$ cat config.mk
export PLATFORM = sky130hd
export DESIGN_NAME = instr_fetch_unit_flat
export DESIGN_NICKNAME = d
export VERILOG_FILES = /design/src/rtl/instr_fetch_unit_pkg.sv /design/src/rtl/instr_fetch_unit_if.sv /design/src/rtl/instr_field_split.sv /design/src/rtl/instr_fetch_unit.sv /design/src/flat_wrapper.sv
export SDC_FILE = /design/constraint.sdc
export NUM_CORES = 1
export LEC_CHECK = 0
export CORE_ASPECT_RATIO = 1.5
export CORE_MARGIN = 2
export CORE_UTILIZATION = 46
export DETAILED_ROUTE_END_ITERATION = 8
export GPL_TIMING_DRIVEN = 1
export PLACE_DENSITY = 0.95
export RECOVER_POWER = 50
export SKIP_CTS_REPAIR_TIMING = 1
export SKIP_LAST_GASP = 1
export SLEW_MARGIN = 10
export SYNTH_ARGS = -nofsm -noshare
export SYNTH_HDL_FRONTEND = slang
export SYNTH_HIERARCHICAL = 1
export SYNTH_SLANG_ARGS = --single-unit
$ cat constraint.sdc
create_clock -name clk -period 2.2 [get_ports clk]
set_input_delay 0.33 -clock clk [delete_from_list [all_inputs] [get_ports clk]]
set_output_delay 0.33 -clock clk [all_outputs]
set_load 0.01 [all_outputs]
$ cat src/rtl/instr_fetch_unit_pkg.sv
`default_nettype none
// ============================================================================
//  Module      : instr_fetch_unit_pkg
//  Description : Shared definitions for the instruction fetch unit. Holds the
//                opcode encodings, the instruction field bit positions and the
//                fetch FSM state encoding.
//  Revision    : 1.0 - initial release
// ============================================================================
package instr_fetch_unit_pkg;

    // Opcode encodings carried in instr[15:13]
    localparam logic [2:0] OP_ADD  = 3'b000;
    localparam logic [2:0] OP_SUB  = 3'b001;
    localparam logic [2:0] OP_BEQ  = 3'b010;
    localparam logic [2:0] OP_AND  = 3'b011;
    localparam logic [2:0] OP_LW   = 3'b100;
    localparam logic [2:0] OP_SW   = 3'b101;
    localparam logic [2:0] OP_ADDI = 3'b110;
    localparam logic [2:0] OP_ORI  = 3'b111;

    // Field bit positions. rd and imm overlap on purpose: R-type uses rd,
    // I-type uses imm, and decode picks whichever applies.
    localparam int OPCODE_MSB = 15;
    localparam int OPCODE_LSB = 13;
    localparam int RS_MSB     = 12;
    localparam int RS_LSB     = 10;
    localparam int RT_MSB     = 9;
    localparam int RT_LSB     = 7;
    localparam int RD_MSB     = 6;
    localparam int RD_LSB     = 4;
    localparam int IMM_MSB    = 6;
    localparam int IMM_LSB    = 0;

    // Fetch FSM state encoding
    typedef enum logic [1:0] {
        ST_FETCH = 2'd0,
        ST_WAIT  = 2'd1,
        ST_HOLD  = 2'd2
    } fetch_state_t;

endpackage : instr_fetch_unit_pkg
`default_nettype wire

$ cat src/rtl/instr_fetch_unit_if.sv
`default_nettype none
// ============================================================================
//  Module      : instr_fetch_unit_if
//  Description : Instruction-memory read bus between the fetch unit (master)
//                and the instruction memory (slave).
//                  mem_req   : read request, held until mem_ack
//                  mem_addr  : word address of the request
//                  mem_ack   : mem_rdata valid this cycle
//                  mem_rdata : instruction word
//  Revision    : 1.0 - initial release
// ============================================================================
interface instr_fetch_unit_if #(
    parameter int PC_W    = 8,
    parameter int INSTR_W = 16
);
    logic               mem_req;
    logic [PC_W-1:0]    mem_addr;
    logic               mem_ack;
    logic [INSTR_W-1:0] mem_rdata;

    modport master (
        output mem_req,
        output mem_addr,
        input  mem_ack,
        input  mem_rdata
    );

    modport slave (
        input  mem_req,
        input  mem_addr,
        output mem_ack,
        output mem_rdata
    );
endinterface : instr_fetch_unit_if
`default_nettype wire

$ cat src/rtl/instr_field_split.sv
`default_nettype none
// ============================================================================
//  Module      : instr_field_split
//  Description : Purely combinational split of a 16-bit instruction word into
//                its decode fields.
//  Ports       : i_instr  - instruction word
//                o_opcode - instr[15:13]
//                o_rs     - instr[12:10]
//                o_rt     - instr[9:7]
//                o_rd     - instr[6:4]
//                o_imm    - instr[6:0]
//  Revision    : 1.0 - initial release
// ============================================================================
module instr_field_split
    import instr_fetch_unit_pkg::*;
(
    input  wire logic [15:0] i_instr,
    output logic      [2:0]  o_opcode,
    output logic      [2:0]  o_rs,
    output logic      [2:0]  o_rt,
    output logic      [2:0]  o_rd,
    output logic      [6:0]  o_imm
);
    assign o_opcode = i_instr[OPCODE_MSB:OPCODE_LSB];
    assign o_rs     = i_instr[RS_MSB:RS_LSB];
    assign o_rt     = i_instr[RT_MSB:RT_LSB];
    assign o_rd     = i_instr[RD_MSB:RD_LSB];
    assign o_imm    = i_instr[IMM_MSB:IMM_LSB];
endmodule : instr_field_split
`default_nettype wire

$ cat src/rtl/instr_fetch_unit.sv
`default_nettype none
// ============================================================================
//  Module      : instr_fetch_unit
//  Description : Three-state instruction fetch unit. Issues a read to
//                instruction memory, waits for the acknowledge, then holds the
//                instruction for decode until it is accepted. A branch
//                redirect from execute restarts fetch at the target address.
//  Ports       : clk, rst_n          - clock, async active-low reset
//                bus (master)        - instruction-memory read bus
//                br_taken, br_target - redirect request and address
//                id_ready            - decode accepts the held instruction
//                if_valid            - held instruction and fields are valid
//                if_instr, if_pc     - held instruction and its address
//                opcode/rs/rt/rd/imm - field slices of if_instr
//  Revision    : 1.0 - initial release
// ============================================================================
module instr_fetch_unit
    import instr_fetch_unit_pkg::*;
#(
    parameter int              PC_W     = 8,
    parameter int              INSTR_W  = 16,
    parameter logic [PC_W-1:0] RESET_PC = '0
) (
    input  wire logic               clk,
    input  wire logic               rst_n,
    instr_fetch_unit_if.master      bus,
    input  wire logic               br_taken,
    input  wire logic [PC_W-1:0]    br_target,
    input  wire logic               id_ready,
    output logic                    if_valid,
    output logic      [INSTR_W-1:0] if_instr,
    output logic      [PC_W-1:0]    if_pc,
    output logic      [2:0]         opcode,
    output logic      [2:0]         rs,
    output logic      [2:0]         rt,
    output logic      [2:0]         rd,
    output logic      [6:0]         imm
);
    localparam logic [PC_W-1:0] c_PC_ONE = {{(PC_W-1){1'b0}}, 1'b1};

    fetch_state_t       r_state;
    logic [PC_W-1:0]    r_pc;
    logic               r_mem_req;
    logic [PC_W-1:0]    r_mem_addr;
    logic               r_if_valid;
    logic [INSTR_W-1:0] r_if_instr;
    logic [PC_W-1:0]    r_if_pc;

    // All outputs are registered. FETCH is the cycle in which the request is
    // launched, so mem_req becomes visible on the edge that leaves FETCH;
    // this is what gives the two-cycle FETCH-to-if_valid latency and the
    // three-cycle accept period with a zero-wait memory.
    always_ff @(posedge clk or negedge rst_n) begin
        if (!rst_n) begin
            r_state    <= ST_FETCH;
            r_pc       <= RESET_PC;
            r_mem_req  <= 1'b0;
            r_mem_addr <= RESET_PC;
            r_if_valid <= 1'b0;
            r_if_instr <= '0;
            r_if_pc    <= '0;
        end else if (br_taken) begin
            // Redirect wins over everything: a same-cycle mem_ack is dropped
            // and a same-cycle id_ready does not advance pc to pc+1.
            r_pc       <= br_target;
            r_mem_req  <= 1'b0;
            r_if_valid <= 1'b0;
            r_state    <= ST_FETCH;
        end else begin
            case (r_state)
                ST_FETCH: begin
                    r_mem_req  <= 1'b1;
                    r_mem_addr <= r_pc;
                    r_state    <= ST_WAIT;
                end
                ST_WAIT: begin
                    // mem_req/mem_addr hold until the acknowledge arrives
                    if (bus.mem_ack) begin
                        r_if_instr <= bus.mem_rdata;
                        r_if_pc    <= r_pc;
                        r_pc       <= r_pc + c_PC_ONE;  // wraps silently
                        r_if_valid <= 1'b1;
                        r_mem_req  <= 1'b0;
                        r_state    <= ST_HOLD;
                    end
                end
                ST_HOLD: begin
                    if (id_ready) begin
                        r_if_valid <= 1'b0;
                        r_state    <= ST_FETCH;
                    end
                end
                default: begin
                    r_mem_req  <= 1'b0;
                    r_if_valid <= 1'b0;
                    r_state    <= ST_FETCH;
                end
            endcase
        end
    end

    assign bus.mem_req  = r_mem_req;
    assign bus.mem_addr = r_mem_addr;
    assign if_valid     = r_if_valid;
    assign if_instr     = r_if_instr;
    assign if_pc        = r_if_pc;

    instr_field_split u_field_split (
        .i_instr  (r_if_instr),
        .o_opcode (opcode),
        .o_rs     (rs),
        .o_rt     (rt),
        .o_rd     (rd),
        .o_imm    (imm)
    );
endmodule : instr_fetch_unit
`default_nettype wire

$ cat src/flat_wrapper.sv
// flat-port wrapper written by rule: the top's interface ports become plain ports
module instr_fetch_unit_flat import instr_fetch_unit_pkg::*;
#(
    parameter int              PC_W     = 8,
    parameter int              INSTR_W  = 16,
    parameter logic [PC_W-1:0] RESET_PC = '0
)
  (clk, rst_n, br_taken, br_target, id_ready, if_valid, if_instr, if_pc, opcode, rs, rt, rd, imm, bus_mem_req, bus_mem_addr, bus_mem_ack, bus_mem_rdata);
  instr_fetch_unit_if #(.PC_W(PC_W), .INSTR_W(INSTR_W)) bus_i ();
  input  wire logic clk;
  input  wire logic rst_n;
  input  wire logic br_taken;
  input  wire logic [PC_W-1:0] br_target;
  input  wire logic id_ready;
  output logic if_valid;
  output logic      [INSTR_W-1:0] if_instr;
  output logic      [PC_W-1:0] if_pc;
  output logic      [2:0] opcode;
  output logic      [2:0] rs;
  output logic      [2:0] rt;
  output logic      [2:0] rd;
  output logic      [6:0] imm;
  output wire logic [$bits(bus_i.mem_req)-1:0] bus_mem_req;
  output wire logic [$bits(bus_i.mem_addr)-1:0] bus_mem_addr;
  input wire logic [$bits(bus_i.mem_ack)-1:0] bus_mem_ack;
  input wire logic [$bits(bus_i.mem_rdata)-1:0] bus_mem_rdata;
  assign bus_mem_req = bus_i.mem_req;
  assign bus_mem_addr = bus_i.mem_addr;
  assign bus_i.mem_ack = bus_mem_ack;
  assign bus_i.mem_rdata = bus_mem_rdata;
  instr_fetch_unit #(.PC_W(PC_W), .INSTR_W(INSTR_W), .RESET_PC(RESET_PC)) u_core (.clk(clk), .rst_n(rst_n), .bus(bus_i), .br_taken(br_taken), .br_target(br_target), .id_ready(id_ready), .if_valid(if_valid), .if_instr(if_instr), .if_pc(if_pc), .opcode(opcode), .rs(rs), .rt(rt), .rd(rd), .imm(imm));
endmodule
After elaboration in Yosys (flattened, before gate mapping)
Cells that the tools add are included.
{"block": "op_classes", "n_addsub": 1, "n_mul": 0, "div_mod_pow": 0, "magnitude_cmp": 0, "eq_ne": 6, "n_shift": 0, "n_mux": 14, "bitwise": 1, "n_reduce_logical": 9}
{"op": "two-way mux 8 bit", "count": 3}
{"op": "adder 8 x 1 -> 8 bit, second input constant", "count": 1}
{"op": "AND reduction 2 bit", "count": 4}
{"op": "two-way mux 2 bit", "count": 3}
{"op": "!= test 3 bit, second input constant", "count": 2}
{"op": "case mux 1 bit (3 select lines)", "count": 2}
{"op": "case mux 2 bit (3 select lines)", "count": 1}
{"op": "AND reduction 3 bit", "count": 2}
{"op": "two-way mux 1 bit", "count": 5}
{"op": "!= test 2 bit, second input constant", "count": 2}
{"op": "nonzero test 2 bit", "count": 2}
{"op": "== test 2 x 1 -> 1 bit, second input constant", "count": 1}
{"op": "== test 2 bit, second input constant", "count": 1}
{"op": "logical NOT 2 bit", "count": 1}
{"op": "inverter 1 bit", "count": 1}
{"block": "totals", "ff_bits": 44, "latchBits": 0, "mem_bits_rw": 0, "romBits": 0, "in_bits": 29, "output_inout_bits": 53, "word_cells": 38, "mem_count": 0}

Logic depth before layout (Yosys ltp)
Gate-level depths: netlist of the first run.
{"block": "logic_depth", "ltp_word": 4, "ltp_mapped": 6, "mapped_depth_nobuf": 4}

By module
The synthesis of the first run kept the hierarchy.
{"module": "instr_fetch_unit", "n_inst": 1, "cells_each": 135, "area_per_inst_um2": 1925.6, "seq_area_each_um2": 1101.1}
{"module": "instr_field_split", "n_inst": 1, "cells_each": 19, "area_per_inst_um2": 142.6, "seq_area_each_um2": 0.0}

Worst setup path after synthesis of the first run
Ideal clock, no wire load.
{"block": "synth_path", "path_type": "register -> register", "startpoint": "reg u_core.r_state[1]", "endpoint": "reg u_core.r_if_instr[10], in the netlist u_core/if_instr[10]", "arrival_time_ns": 1.280, "required_ns": 2.075, "setup_slack_ns": 0.795, "stages_incl_launch_ff": 6, "synth_period_minus_slack_ns": 1.405, "cell_sequence": "dfrtp_1 -> buf_6 -> nand4bb_4 -> buf_6 -> buf_6 -> mux2_4"}
{"block": "synth_between", "elab_chain_cells": 2}
{"item": "from (decl)", "line": "instr_fetch_unit.sv:41", "rtl": "fetch_state_t r_state;"}
{"item": "from (signal assigned)", "line": "instr_fetch_unit.sv:55", "rtl": "r_state <= ST_FETCH;"}
{"item": "from (signal assigned)", "line": "instr_fetch_unit.sv:68", "rtl": "r_state <= ST_FETCH;"}
{"item": "from (signal assigned)", "line": "instr_fetch_unit.sv:74", "rtl": "r_state <= ST_WAIT;"}
{"item": "== test 2 x 1 -> 1 bit", "line": "instr_fetch_unit.sv:70", "rtl": "case (r_state)"}
{"item": "AND reduction 3 bit (no source line)"}
{"item": "to (signal assigned)", "line": "instr_fetch_unit.sv:79", "rtl": "r_if_instr <= bus.mem_rdata;"}
{"item": "to (decl)", "line": "instr_fetch_unit.sv:46", "rtl": "logic [INSTR_W-1:0] r_if_instr;"}
Every way passes these cells.
A chain may end at the register's enable or synchronous reset.

Final worst setup path of the first run
{"block": "layout_path", "startpoint": "in br_taken", "endpoint": "reg u_core.r_if_instr[7], in the netlist u_core/if_instr[7]"}
{"block": "layout_between", "elab_chain_cells": 2}
{"item": "from (decl)", "line": "flat_wrapper.sv:12", "rtl": "input wire logic br_taken;"}
{"item": "inverter 1 bit (no source line)"}
{"item": "AND reduction 3 bit (no source line)"}
Every way passes these cells.

==> results.yml, run 1 <==
placement:
  dp.cells: 258
  globalplace.congestion: 0.824
  dp_hpwl_um: 3200
  port_buffers: 81
grt:
  use_met1: 0.217
  grt_busiest_layer: "met2"
  antenna_found_initial: 0
  met2_usage: 0.333
  overflow: 0
  grt_pass1_wl_um: 7130
  grt_pass1_vias: 1429
  met3_usage: 0.0528
  track_usage: 0.188
  grt_max_degree: 29
floorplan:
  rows: 29
  die_h_um: 86.1
  start_util: 0.483
  dieArea_um2: 5060
  io_pins: 82
  die_width_um: 58.8
  coreArea_um2: 4280
worst_setup_path:
  critical_path_depth: 4
  crit_path_end_kind: "flip-flop"
  cp_num_buf_inv: 2
  slowest_stage: "dlygate4sd3_1"
  crit_chain: "dlygate4sd3_1 -> nand4bb_1 -> buf_12 -> mux2_2"
  cpPeakStageDelay_ns: 0.72
  critPathLaunchType: "input port"
  worst-endpoint-arrival_ns: 1.93
  startpoint: "br_taken"
  crit_type: "in -> reg"
  r2r-start: "u_core/r_state[0]"
  worstPathRequired_ns: 2.38
  reg2reg_setup_slack_ns: 0.68
  reg2regPathDepth: 3
  path_delay_family: "buffers and inverters"
  worst-path-max-fanout: 28
  reg2reg_to: "u_core/r_pc[6]"
yosys:
  ys_seq_area_frac: 0.532
  yosysUniqueCellTypes: 26
  yosysWarnings: 6
  avgSynthCellArea_um2: 13.4
  syn_inst: 154
  synth_fp_nets: 184
  synth_area_um2: 2070
  ys_ff_latch: 44
clocking:
  insertion_delay_ns: 0.29
  cts_max_path_buffers: 2
  htreeDepth: 2
  numCtsBuffers: 5
  cts-root-buf: "clkbuf_8"
  clk_pin_slew_ns: 0.08
  cts_sinks: 44
  cts_tree: "built"
cells_and_area:
  area_delta_synth_final_pct: 38.5
  final_nets: 250
  diodes: 0
  drive_gt1_frac: 0.208
  finalNonFillerCells: 267
timing:
  clock_skew_ns: 0.00297
  max_freq_mhz: 572
  final-setup-viol-count: 0
  hold_violations: 0
  worst_slew_pin_slew_ns: 0.957
  fin_crit_sh: 0.795
  slew_viol_final: 0
  fin_crit_ns: 1.75
  fin_tns_setup_ns: 0
  slew_headroom: 0.362
  rsz0062_at_grt: "false"
  hold_ws_ns: 0.476
detailed_routing:
  ant_nets: 0
  firstDrtPassIters: 7
  drt_iter0_drc: 32
  drc: 8
  drt-wirelength-per-cell_um: 16.2
  via_per_inst: 5.39
  wirelength_um: 4320
  vias: 1438
power:
  pwr-share-seq: 0.419
  power.switching_uw: 735
  cellPowerDensity_nw_per_um2: 933
  p_int_uw: 1940
  power.share.combinational: 0.357
  p_sw_frac: 0.275
  ir_drop_uv: 552
  power.share.clock: 0.224
  power_leakage_uw: 0.00127
min_path:
  min_from: "u_core/if_pc[4]"
  hold_end: "u_core/if_pc[4]"
  hold_class: "reg -> reg"
  holdPathStages: 2
run:
  cap_violations: 0
outcome:
  violations: "DRC"
  status: "finished with violations"
-- worst min-delay path, cell delays in order, from the launching register on --
cell,delay [ns]
dfrtp_1,0.34
nand2_1,0.04
o21ai_0,0.06
-- metrics by stage --
stage	utilization	setup slack (ns)	power [µW]	instance area [µm²]
global placement	0.645	0.292	2100	2760
CTS	0.671	0.573	2750	2870
floorplan	-	0.795	1630	2070
detailed placement	0.645	0.268	2130	2760
finish	0.669	0.452	2670	2860
global route	0.669	0.324	2830	2860
-- power by group through the flow --
stage | sequential [µW] | clock [µW] | combinational (µW)
4_1_cts | 1130 | 621 | 999
3_5_place_dp | 1140 | 0 | 993
5_1_grt | 1140 | 665 | 1020
6_report | 1120 | 599 | 954
2_1_floorplan | 1190 | 0 | 440
3_3_place_gp | 1130 | 0 | 968
-- final cells by class --
cell class | instances | area (µm²)
fill | 324 | 1420
sequential | 44 | 1100
timing repair buffer | 85 | 850
multi-input combinational | 82 | 737
clock buffer | 5 | 68.8
tap | 46 | 57.6
clock inverter | 3 | 42.5
inverter | 2 | 7.51
-- cell families (layout without fill, tap and decap cells) --
logic type               after synthesis  in the layout  share of synthesized area
AO/OA/AOI/OAI                         18             18                     0.0581
buffers and inverters                 28             95                      0.103
AND/OR/NAND/NOR                       29             29                     0.0907
flip-flops                            44             44                      0.532
XOR/XNOR                               2              2                    0.00847
multiplexers                          32             32                      0.201
adder cells (fa/ha/maj)                1              1                    0.00605
-- flip-flops by register name, summed over array words and instances (netlist names) --
register,flops
u_core/if_instr,16
u_core/bus.mem_addr,8
u_core/r_state,2
u_core/r_pc,8
u_core/if_pc,8
u_core/if_valid,1
u_core/bus.mem_req,1
-- layout by cell type, fill, tap and decap left out, types with 2 or more instances in the layout --
cell,synthesis,final
clkdlybuf4s50_1,0,61
dfrtp_1,44,44
dlygate4sd3_1,0,20
mux2_2,16,16
mux2_4,15,15
nand2_1,12,12
o21ai_0,6,6
clkbuf_8,0,5
nand3_1,5,5
o311ai_0,3,3
o311ai_1,3,3
nor2_1,3,3
a21oi_1,3,3
or4_1,2,2
inv_1,2,2
or2_2,2,2
o211ai_1,2,2
xor2_1,2,2
buf_4,21,2
-- synth_stat cells --
library cell | n | share of area
nand2_1 | 12 | 0.022
nor2_1 | 3 | 0.0054
ha_1 | 1 | 0.0060
dfrtp_1 | 44 | 0.53
clkbuf_1 | 1 | 0.0018
o211ai_1 | 2 | 0.0073
or4_1 | 2 | 0.0073
a211oi_1 | 1 | 0.0036
buf_4 | 21 | 0.076
o311ai_0 | 3 | 0.013
nand3b_4 | 1 | 0.0097
nor3_4 | 1 | 0.0079
xor2_1 | 2 | 0.0085
a21oi_1 | 3 | 0.0073
o311ai_1 | 3 | 0.013
mux2_2 | 16 | 0.087
or2_2 | 2 | 0.0060
o21ai_0 | 6 | 0.015
nand4bb_4 | 1 | 0.013
buf_6 | 4 | 0.022
mux2i_1 | 1 | 0.0048
mux2_4 | 15 | 0.11
inv_1 | 2 | 0.0036
nand4b_1 | 1 | 0.0042
nand3_1 | 5 | 0.012
nand4_1 | 1 | 0.0030
-- how the worst max path moves through the flow --
stage,slack (ns),to
CTS,0.57,u_core/if_instr[7]
global placement,0.29,u_core/if_instr[7]
global route,0.32,u_core/if_pc[4]
finish,0.45,u_core/if_instr[7]
floorplan,0.80,u_core/if_instr[10]
detailed placement,0.27,u_core/if_instr[7]
-- layer usage --
layer | share of wire | up-vias
li1 | - | 662
met1 | 0.35 | 705
met2 | 0.57 | 65
met3 | 0.067 | 6
met4 | 0.0093 | 0
met5 | 0 | -
Note: power is estimated with default switching activity, not from simulation.
==> run 2: changes to the inputs <==
--- a/config.mk
+++ b/config.mk
@@ -7,10 +7,10 @@
 export LEC_CHECK = 0
 export CORE_ASPECT_RATIO = 1.5
 export CORE_MARGIN = 2
-export CORE_UTILIZATION = 46
+export CORE_UTILIZATION = 43
 export DETAILED_ROUTE_END_ITERATION = 8
 export GPL_TIMING_DRIVEN = 1
-export PLACE_DENSITY = 0.95
+export PLACE_DENSITY = 0.91
 export RECOVER_POWER = 50
 export SKIP_CTS_REPAIR_TIMING = 1
 export SKIP_LAST_GASP = 1
==> constraint.sdc (replaced) <==
create_clock -name clk -period 1.8 [get_ports clk]
set_input_delay 0.27 -clock clk [delete_from_list [all_inputs] [get_ports clk]]
set_output_delay 0.27 -clock clk [all_outputs]
set_load 0.01 [all_outputs]
==> results.yml, run 2 (synthesized netlist as in run 1, its figures left out) <==
power:
  power.share.clock: 0.225
  cellPowerDensity_nw_per_um2: 1140
  p_int_uw: 2350
  ir_drop_uv: 505
  pwr-share-seq: 0.422
  power.switching_uw: 877
  power.share.combinational: 0.353
  p_sw_frac: 0.272
  power_leakage_uw: 0.00119
clocking:
  cts_max_path_buffers: 2
  cts-root-buf: "clkbuf_8"
  cts_tree: "built"
  clk_pin_slew_ns: 0.08
  insertion_delay_ns: 0.29
  htreeDepth: 2
  cts_sinks: 44
  numCtsBuffers: 5
grt:
  grt_max_degree: 45
  antenna_found_initial: 0
  track_usage: 0.160
  overflow: 0
  grt_pass1_wl_um: 6400
  grt_pass1_vias: 1386
outcome:
  status: "complete, no violations"
cells_and_area:
  drive_gt1_frac: 0.156
  area_delta_synth_final_pct: 37.1
  layout_commonest_cell: "clkdlybuf4s50_1"
  largest_reg_flops: 16
  layout_common_cells: "79 x clkdlybuf4s50_1, 44 x dfrtp_1, 16 x mux2_2, 12 x nand2_1, 11 x mux2_1"
  final_nets: 253
  diodes: 0
detailed_routing:
  drt_iter0_drc: 37
  ant_nets: 0
  vias: 1394
  drc: 0
  firstDrtPassIters: 4
  wirelength_um: 4020
  via_per_inst: 4.84
  drt-wirelength-per-cell_um: 13.9
timing:
  fin_tns_setup_ns: 0
  clock_skew_ns: 0.00412
  hold_violations: 0
  fin_crit_ns: 1.64
  fin_crit_sh: 0.912
  rsz0062_at_grt: "false"
  final-setup-viol-count: 0
  max_freq_mhz: 609
  slew_viol_final: 0
  worst_slew_pin_slew_ns: 1.07
  slew_headroom: 0.286
  setup_slack_ns: 0.158
placement:
  port_buffers: 81
  globalplace.congestion: 0.778
  dp_hpwl_um: 3020
  pre_cts_slack_ns: 0.00111
worst_setup_path:
  cpPeakStageDelay_ns: 0.63
  critPathLaunchType: "input port"
  crit_path_end_kind: "flip-flop"
  crit_type: "in -> reg"
  reg2regPathDepth: 3
  worst-endpoint-arrival_ns: 1.82
  worst-path-max-fanout: 5
  reg2reg_to: "u_core/bus.mem_addr[7]"
  r2r-start: "u_core/r_state[0]"
  slowest_stage: "dlygate4sd3_1"
  reg2reg_setup_slack_ns: 0.28
  crit_chain: "dlygate4sd3_1 -> nor3_4 -> clkbuf_1 -> mux2_2"
  cp_num_buf_inv: 2
  path_delay_family: "buffers and inverters"
  worstPathRequired_ns: 1.98
floorplan:
  coreArea_um2: 4580
  io_pins: 82
  dieArea_um2: 5390
  rows: 30
  start_util: 0.452
  die_h_um: 88.9
  die_width_um: 60.6
run:
  cap_violations: 0
min_path:
  hold_class: "in -> async"
[run 2: through the flow]
step | total power [µW] | cells | hold WS [ns] | utilization | cell area (µm²)
4_1_cts | 3350 | 288 | 0.0596 | 0.638 | 2920
2_1_floorplan | 1990 | 154 | -0.0256 | - | 2070
3_5_place_dp | 2610 | 280 | 0.383 | 0.614 | 2810
3_3_place_gp | 2570 | 280 | 0.372 | 0.614 | 2810
6_report | 3230 | 288 | 0.246 | 0.619 | 2840
5_1_grt | 3410 | 288 | 0.325 | 0.619 | 2840
[run 2: power by group through the flow]
| stage | clock network (µW) | registers (µW) | logic [µW] |
|---|---|---|---|
| after floorplan | 0 | 1450 | 538 |
| after global placement | 0 | 1380 | 1190 |
| after detailed placement | 0 | 1390 | 1220 |
| after CTS | 755 | 1370 | 1220 |
| after global routing | 791 | 1400 | 1220 |
| final | 727 | 1360 | 1140 |
[run 2: layout make-up]
cell class	count	area (µm²)
sequential	44	1100
clock buffer	6	72.6
multi-input combinational	82	683
tap	64	80.1
timing repair buffer	88	857
inverter	2	7.51
clock inverter	2	35.0
fill	393	1740
[run 2: how the worst max path moves through the flow]
stage,from,to,slack [ns],cells past startpoint
after floorplan,u_core/r_state[1],u_core/if_instr[10],0.40,5
after global placement,br_taken,u_core/if_instr[5],0.06,4
after detailed placement,br_taken,u_core/if_instr[4],0.001,4
after CTS,u_core/if_instr[6],if_instr[6],0.27,1
after global routing,br_taken,u_core/bus.mem_addr[2],0.14,4
final,br_taken,u_core/bus.mem_addr[7],0.16,4
[run 2: routing by layer]
metal  GRT usage  routed length (µm)
met5           0                   0
met4      0.0474                  24
met3      0.0637                 302
met2       0.276                2130
met1       0.180                1560
[run 2: worst reg2reg max path: cells and delay by family (launching register included)]
kind	cells	cell delay [ns]
buffers and inverters	1	0.29
DFF	1	0.50
muxes	1	0.37
and+or+nand+nor	1	0.25
==> run 3: changes to the inputs <==
--- a/config.mk
+++ b/config.mk
@@ -10,9 +10,8 @@
 export CORE_UTILIZATION = 43
 export DETAILED_ROUTE_END_ITERATION = 8
 export GPL_TIMING_DRIVEN = 1
-export PLACE_DENSITY = 0.91
+export PLACE_DENSITY = 0.85
 export RECOVER_POWER = 50
-export SKIP_CTS_REPAIR_TIMING = 1
 export SKIP_LAST_GASP = 1
 export SLEW_MARGIN = 10
 export SYNTH_ARGS = -nofsm -noshare
==> results.yml, run 3 (synthesized netlist as in run 1, its figures left out) <==
detailed_routing:
  vias: 1391
  wirelength_um: 4280
  drt_iter0_drc: 24
  drt-wirelength-per-cell_um: 14.8
  drc: 0
  via_per_inst: 4.81
  ant_nets: 0
  firstDrtPassIters: 4
timing:
  rsz0062_at_grt: "false"
  max_freq_mhz: 630
  fin_crit_ns: 1.59
  slew_viol_final: 0
  final-setup-viol-count: 0
  fin_tns_setup_ns: 0
  hold_violations: 0
  clock_skew_ns: 0.00520
  worst_slew_pin_slew_ns: 0.932
  fin_crit_sh: 0.881
  slew_headroom: 0.379
min_path:
  min_from: "u_core/if_pc[4]"
  hold_class: "reg -> reg"
  hold_end: "u_core/if_pc[4]"
  holdPathStages: 2
run:
  cap_violations: 0
power:
  power_leakage_uw: 0.00122
  ir_drop_uv: 598
  cellPowerDensity_nw_per_um2: 1140
clocking:
  cts-root-buf: "clkbuf_8"
  cts_setup_buffers: 0
  cts_max_path_buffers: 2
  insertion_delay_ns: 0.30
  cts_tree: "built"
  cts_sinks: 44
  numCtsBuffers: 5
  htreeDepth: 2
  clk_pin_slew_ns: 0.08
cells_and_area:
  layout_common_cells: "78 x clkdlybuf4s50_1, 44 x dfrtp_1, 16 x mux2_2, 12 x nand2_1, 9 x mux2_1"
  fill_cells: 401
  drive_gt1_frac: 0.173
  post-route-util: 0.626
  stdcell_area_um2: 2870
  layout_commonest_cell: "clkdlybuf4s50_1"
  area_delta_synth_final_pct: 38.7
  largest_reg_flops: 16
  diodes: 0
  final_nets: 254
floorplan:
  rows: 30
  io_pins: 82
  die_h_um: 88.9
  dieArea_um2: 5390
  coreArea_um2: 4580
  start_util: 0.452
  die_width_um: 60.6
worst_setup_path:
  worst-path-max-fanout: 5
  r2r-start: "u_core/r_state[0]"
  critPathLaunchType: "input port"
  worst-endpoint-arrival_ns: 1.77
  reg2reg_to: "u_core/bus.mem_addr[7]"
  crit_type: "in -> reg"
  reg2regPathDepth: 3
  crit_path_end_kind: "flip-flop"
  worstPathRequired_ns: 1.99
  reg2reg_setup_slack_ns: 0.27
placement:
  globalplace.congestion: 0.752
  placed_area_um2: 2810
  port_buffers: 81
  dp_hpwl_um: 3260
grt:
  track_usage: 0.177
  grt_pass1_vias: 1442
  overflow: 0
  grt_pass1_wl_um: 7020
  grt_max_degree: 29
  antenna_found_initial: 0
outcome:
  status: "complete, no violations"
==> run 3: final cells by class <==
class                           instances  area [µm²]  share of cell area
Sequential cell                        44        1100               0.384
Timing Repair Buffer                   89         876               0.305
Multi-Input combinational cell         82         692               0.241
Tap cell                               64        80.1              0.0279
Clock buffer                            5        68.8              0.0240
Clock inverter                          3        42.5              0.0148
Inverter                                2        7.51             0.00262
==> run 3: metrics by stage <==
stage	hold slack, ns	worst slack (ns)	total power [µW]	instances
after global routing	0.536	0.176	3460	289
after detailed placement	0.212	0.0116	2620	280
final	0.488	0.214	3260	289
after CTS	0.422	0.246	3380	289
after global placement	0.202	0.0735	2570	280
after floorplan	-0.0256	0.395	1990	154
==> run 3: worst max-delay path, cell delays in order <==
cell           delay [ns]
dlygate4sd3_1        0.59
nor3_1               0.35
buf_4                0.22
mux2_2               0.34
==> run 3: worst max-delay path by stage <==
stage / slack, ns / start / end
3_3_place_gp: 0.07 / bus_mem_ack / u_core/r_pc[6]
2_1_floorplan: 0.40 / u_core/r_state[1] / u_core/if_instr[10]
5_1_grt: 0.18 / br_taken / u_core/bus.mem_addr[1]
3_5_place_dp: 0.01 / bus_mem_ack / u_core/r_pc[6]
4_1_cts: 0.25 / u_core/if_instr[13] / opcode[0]
6_report: 0.21 / br_taken / u_core/bus.mem_addr[7]
==> run 3: report_power, final <==
part / switching [µW] / internal (µW)
Sequential: 163 / 1200
Clock: 333 / 410
Combinational: 406 / 748
==> run 3: layer usage <==
metal | track usage | vias to the layer above | share of wire
li1 | - | 661 | -
met1 | 0.208 | 673 | 0.40
met2 | 0.301 | 50 | 0.52
met3 | 0.0492 | 7 | 0.061
met4 | 0.0711 | 0 | 0.018
met5 | 0 | - | 0
==> run 3: repair_timing <==
item,4_1_cts,5_1_grt
hold buffers,1,0
hold endpoints to repair,15,0
gates resized for setup,0,0
